`src/rtl/float_adder.sv`:
```
// Sequential floating-point adder/subtractor (V = M * 2^E, two's complement M and E).
// Aligns exponents and renormalizes one bit per cycle; result held until accepted.
module float_adder #(
  parameter int MW = 15,
  parameter int EW = 5
) (
  input  logic          clkExt,
  input  logic          iRst,
  input  logic          iValid,
  output logic          oReady,
  input  logic [MW-1:0] iMantA,
  input  logic [MW-1:0] iMantB,
  input  logic [EW-1:0] iExpA,
  input  logic [EW-1:0] iExpB,
  input  logic          iSub,
  output logic          oValid,
  input  logic          iReady,
  output logic [MW-1:0] oMantR,
  output logic [EW-1:0] oExpR,
  output logic          oOvf
);
  typedef enum logic [2:0] {IDLE, ALIGN, ADD, NORM, DONE} state_t;

  localparam logic [EW-1:0]        EMIN    = {1'b1, {(EW-1){1'b0}}};
  localparam logic [EW-1:0]        EMAX    = {1'b0, {(EW-1){1'b1}}};
  localparam logic signed [EW:0]   DLIM    = (EW+1)'(MW);
  localparam logic signed [MW:0]   SAT_POS = {2'b00, {(MW-1){1'b1}}};
  localparam logic signed [MW:0]   SAT_NEG = {2'b11, {(MW-1){1'b0}}};

  state_t                state_reg, state_next;
  logic signed [MW:0]    a_reg, a_next, b_reg, b_next, s_reg, s_next;
  logic [EW-1:0]         ea_reg, ea_next, eb_reg, eb_next, e_reg, e_next;
  logic                  ovf_reg, ovf_next;
  logic signed [MW:0]    b_ext;
  logic signed [EW:0]    d;

  // Difference taken one bit wider so that e.g. 15 - (-16) does not wrap.
  assign d     = $signed({ea_reg[EW-1], ea_reg}) - $signed({eb_reg[EW-1], eb_reg});
  assign b_ext = $signed({iMantB[MW-1], iMantB});

  always_comb begin
    state_next = state_reg;
    a_next     = a_reg;
    b_next     = b_reg;
    ea_next    = ea_reg;
    eb_next    = eb_reg;
    s_next     = s_reg;
    e_next     = e_reg;
    ovf_next   = ovf_reg;
    case (state_reg)
      IDLE: begin
        if (iValid) begin
          a_next     = $signed({iMantA[MW-1], iMantA});
          b_next     = iSub ? -b_ext : b_ext;
          ea_next    = iExpA;
          eb_next    = iExpB;
          ovf_next   = 1'b0;
          state_next = ALIGN;
        end
      end
      ALIGN: begin
        if (d == '0) begin
          state_next = ADD;
        end else if (d > DLIM) begin
          b_next     = '0;
          eb_next    = ea_reg;
          state_next = ADD;
        end else if (d < -DLIM) begin
          a_next     = '0;
          ea_next    = eb_reg;
          state_next = ADD;
        end else if (d > 0) begin
          b_next  = b_reg >>> 1;
          eb_next = eb_reg + EW'(1);
        end else begin
          a_next  = a_reg >>> 1;
          ea_next = ea_reg + EW'(1);
        end
      end
      ADD: begin
        s_next     = a_reg + b_reg;
        e_next     = ea_reg;
        state_next = NORM;
      end
      NORM: begin
        if (s_reg == '0) begin
          e_next     = EMIN;
          state_next = DONE;
        end else if (s_reg[MW] != s_reg[MW-1]) begin
          // Carry reached the guard bit: shift right, or saturate at the top exponent.
          if (e_reg == EMAX) begin
            s_next     = s_reg[MW] ? SAT_NEG : SAT_POS;
            ovf_next   = 1'b1;
            state_next = DONE;
          end else begin
            s_next = s_reg >>> 1;
            e_next = e_reg + EW'(1);
          end
        end else if (s_reg[MW-1] == s_reg[MW-2] && e_reg != EMIN) begin
          s_next = s_reg <<< 1;
          e_next = e_reg - EW'(1);
        end else begin
          state_next = DONE;
        end
      end
      DONE: begin
        if (iReady) state_next = IDLE;
      end
      default: state_next = IDLE;
    endcase
  end

  always_ff @(posedge clkExt) begin
    if (iRst) begin
      state_reg <= IDLE;
      a_reg     <= '0;
      b_reg     <= '0;
      ea_reg    <= '0;
      eb_reg    <= '0;
      s_reg     <= '0;
      e_reg     <= '0;
      ovf_reg   <= 1'b0;
    end else begin
      state_reg <= state_next;
      a_reg     <= a_next;
      b_reg     <= b_next;
      ea_reg    <= ea_next;
      eb_reg    <= eb_next;
      s_reg     <= s_next;
      e_reg     <= e_next;
      ovf_reg   <= ovf_next;
    end
  end

  assign oReady = (state_reg == IDLE);
  assign oValid = (state_reg == DONE);
  assign oMantR = s_reg[MW-1:0];
  assign oExpR  = e_reg;
  assign oOvf   = ovf_reg;

endmodule
```
`config.mk`:
```
export PLATFORM = sky130hd
export DESIGN_NAME = float_adder
export DESIGN_NICKNAME = d
export VERILOG_FILES = /design/src/rtl/float_adder.sv
export SDC_FILE = /design/constraint.sdc
export NUM_CORES = 1
export LEC_CHECK = 0
export CORE_MARGIN = 2
export CORE_UTILIZATION = 34
export DETAILED_ROUTE_END_ITERATION = 12
export GPL_TIMING_DRIVEN = 0
export PLACE_DENSITY = 0.65
export SLEW_MARGIN = 20
export SYNTH_ARGS = -nofsm -noshare
export SYNTH_HDL_FRONTEND = slang
export SYNTH_SLANG_ARGS = --single-unit
```
`constraint.sdc`:
```
create_clock -name clkExt -period 2.5 [get_ports clkExt]
set_clock_uncertainty 0.1 [all_clocks]
set_input_delay 0.625 -clock clkExt [delete_from_list [all_inputs] [get_ports clkExt]]
set_output_delay 0.625 -clock clkExt [all_outputs]
set_load 0.01 [all_outputs]
```
==> metrics.md <==
| Metric | Value |
|---|---|
| Fin crit share | `104%` |
| LEAKAGE | `2.64 nW` |
| Fin. max-slew vios | `0` |
| Final wirelength | `16,000 um` |
| Number of global-route vias before repair | `4,947` |
| Int Pwr | `5.67 mW` |
| Slew @ Worst Pin | `0.780 ns` |
| Synth Flop Type | `dfxtp_1` |
| First-pass GRT wire length | `25,600 um` |
| Clock share of power | `12.4%` |
| Fin cells | `937` |
| Critical path fanouts, max | `6` |
| Run status | `finished, violations left` |
| Total CTS buffers | `9` |
| Die Footprint | `0.0157 mm2` |
| Power Density | `1550 mW/mm2` |
| Min-delay worst type | `flop to flop` |
| Logic pwr share | `68.1%` |
| Critical path cell sequence | `inv_4, ha_4, inv_2, fa_2, xnor2_2, and3b_1, a311oi_2, nor3_2, nor2_4, buf_6, a221oi_2, nor3_1` |
| Power consumption | `10.7 mW` |
| Max Fclk | `384 MHz` |
| DR pass1 iterations | `5` |
| Total placed cells including tap cells | `894` |
| I/O pin total | `68` |
| CP max stage cell | `fa_2` |
| Data required, critical path | `2.60 ns` |
| Die Wd | `125 um` |
| Vias | `5,285` |
| Initial Util | `34.6%` |
| CTS tree | `built` |
| Switching Share | `47.0%` |
| Yosys cell types | `63` |
| Wire per inst | `17.0 um` |
| Post-synthesis sequential area ratio | `26.8%` |
| CTS Hold Bufs | `0` |
| Clock Sinks | `67` |
| Sw Pwr | `5.04 mW` |
| Global Route Usage Sum | `19.9%` |
| Worst path max stage delay | `0.37 ns` |
| Post-synthesis cell count | `643` |
| Critical path launch point type | `flop` |
| Nets | `824` |
| Die Span Y | `125 um` |
| Crit path capture type | `flop` |
| Number of synthesized flops with an enable pin | `0` |
| Syn_area_per_cell | `7.79 um2` |
| Core Region | `0.0145 mm2` |
| Clk buf depth | `2` |
| Row count | `44` |
| Failing checks | `negative setup slack` |
| Sequential Power Share | `19.5%` |
| Final setup margin | `-0.106 ns` |
| Cell area after synthesis | `0.00501 mm2` |
| Net Count, Synth | `719` |
| Hold Vio Cnt, Final | `0` |
| CP Class | `flop to flop` |
| ANT cells | `0` |
| DP HPWL | `11,500 um` |
| Ys async rst share | `0%` |
| RSZ-0062 raised after global routing | `yes` |
| Worst-path clk slew | `0.06 ns` |
| Layout cell share with drive strength beyond 1 | `22.6%` |
| Crit path DAT | `2.71 ns` |
| # Max-Cap Violations | `0` |
| CTS H-tree depth | `3` |
| Initial antenna violation count | `0` |
| IO buf count | `67` |
| Minimum clock period | `2.61 ns` |
| Yosys reg bits | `67` |
| Syn-to-layout area delta | `37.8%` |
| Remaining DRCs | `0` |
| GPL Wtd Cong | `0.887` |
| Antenna Violating Nets Remaining | `0` |
| Setup violators final | `21` |
| Grt ovf | `0` |
| Post-DR vias/cell | `5.64` |
| Initial DRC Count | `599` |
| Largest net degree at the start of global routing | `15` |
| Slew margin rel. | `48.0%` |
| Clk_lat worst skew | `0.34 ns` |
| Max VDD drop | `0.664 mV` |
| CTS root buf | `clkbuf_16` |
| Warnings, synthesis | `0` |
| Post-Route Setup TNS | `-1.02 ns` |
routing by layer:
layer	GRT usage, %	share of wire (%)
met5	0	0
met2	30.9	45
met4	8.43	3.4
met3	2.82	5.7
met1	27.6	46
worst paths after layout:
kind | from | endpoint | slack [ns] | depth (start not counted)
worst min-delay path | eb_reg[3]$_SDFFE_PP0P_ | eb_reg[3]$_SDFFE_PP0P_ | 0.40 | 2
worst max-delay path | ea_reg[0]$_SDFFE_PP0P_ | a_reg[5]$_SDFFE_PP0P_ | -0.11 | 12
worst min register to register | eb_reg[3]$_SDFFE_PP0P_ | eb_reg[3]$_SDFFE_PP0P_ | 0.40 | 2
worst max register to register | ea_reg[0]$_SDFFE_PP0P_ | a_reg[5]$_SDFFE_PP0P_ | -0.11 | 12
stage by stage:
stage	cell area (um2)	util [%]	setup WS (ns)	hold slack [ns]
3_3_place_gp	5920	40.9	-0.443	0.379
4_1_cts	6670	46.1	-0.0995	0.395
5_1_grt	6900	47.7	-0.194	0.422
3_5_place_dp	5920	40.9	-0.477	0.386
2_1_floorplan	5020	-	0.0122	0.349
6_report	6900	47.7	-0.106	0.399
worst max-delay path, delay by kind of cell (launching register included):
kind / cells / cell delay (ns)
compound gates: 2 / 0.36
xor+xnor: 1 / 0.15
flops: 1 / 0.36
simple gates: 4 / 0.73
fa+ha+maj: 2 / 0.50
buf+inv: 3 / 0.27
Yosys cell counts, drive strengths merged, types with 4 or more instances:
master | count | area, um2
nor2 | 71 | 274
dfxtp | 67 | 1340
nand2 | 48 | 180
a21oi | 39 | 195
nor3 | 37 | 185
o21ai | 33 | 165
a221oi | 31 | 278
buf | 29 | 198
ha | 28 | 350
inv | 28 | 105
xnor2 | 28 | 245
clkbuf | 25 | 93.8
a211oi | 21 | 180
nand3 | 16 | 80.1
nor2b | 11 | 68.8
and3 | 10 | 62.6
a21o | 9 | 67.6
o211ai | 8 | 60.1
xor2 | 8 | 70.1
a311oi | 7 | 61.3
a31oi | 7 | 43.8
mux2i | 7 | 70.1
o31ai | 6 | 45.0
a211o | 5 | 43.8
and2 | 5 | 33.8
nor4 | 5 | 31.3
o22ai | 5 | 31.3
nand4 | 4 | 25.0
timing repair:
item                       in CTS  in global routing
setup buffers                  16                 11
pin swaps                      25                 19
resized for setup              77                 52
gates cloned                    1                  0
setup endpoints to repair      61                 60
logic make-up (layout without fill, tap and decap cells):
logic type,after synthesis,in the layout,share of synthesized area (%)
AO/OA/AOI/OAI,191,191,27.4
XOR/XNOR,36,36,6.29
adder cells (fa/ha/maj),31,31,8.19
buffers and inverters,82,192,7.92
flip-flops,67,67,26.8
multiplexers,7,7,1.40
AND/OR/NAND/NOR,229,229,22.1
layout make-up:
type / instances / area (um2)
buffer: 53 / 330
fill: 1424 / 7580
clock buffer: 9 / 225
multi-input combinational: 494 / 3660
clock inverter: 7 / 83.8
tap: 184 / 230
sequential: 67 / 1380
inverter: 28 / 108
timing repair buffer: 95 / 888
cells in the final DEF (no fill, tap or decap), types with 10 or more instances in the layout:
cell type / netlist / routed
xnor2_1: 28 / 27
dfxtp_1: 67 / 51
inv_1: 28 / 22
ha_1: 28 / 19
nand3_1: 16 / 15
clkbuf_1: 25 / 19
nand2_1: 48 / 48
nor2_1: 68 / 65
o21ai_0: 31 / 24
nor3_1: 37 / 36
a21oi_1: 39 / 36
nor2b_1: 11 / 10
clkdlybuf4s50_1: 0 / 67
a221oi_1: 30 / 12
buf_4: 16 / 44
a211oi_1: 18 / 16
a221oi_2: 1 / 19
power by group through the flow:
stage	sequential (mW)	combinational, mW	clock, mW
2_1_floorplan	1.84	4.30	0
3_3_place_gp	2.03	5.66	0
3_5_place_dp	2.03	5.69	0
4_1_cts	2.03	6.74	1.34
5_1_grt	2.14	7.94	1.39
6_report	2.08	7.29	1.33
Note: power is estimated with default switching activity, not from simulation.
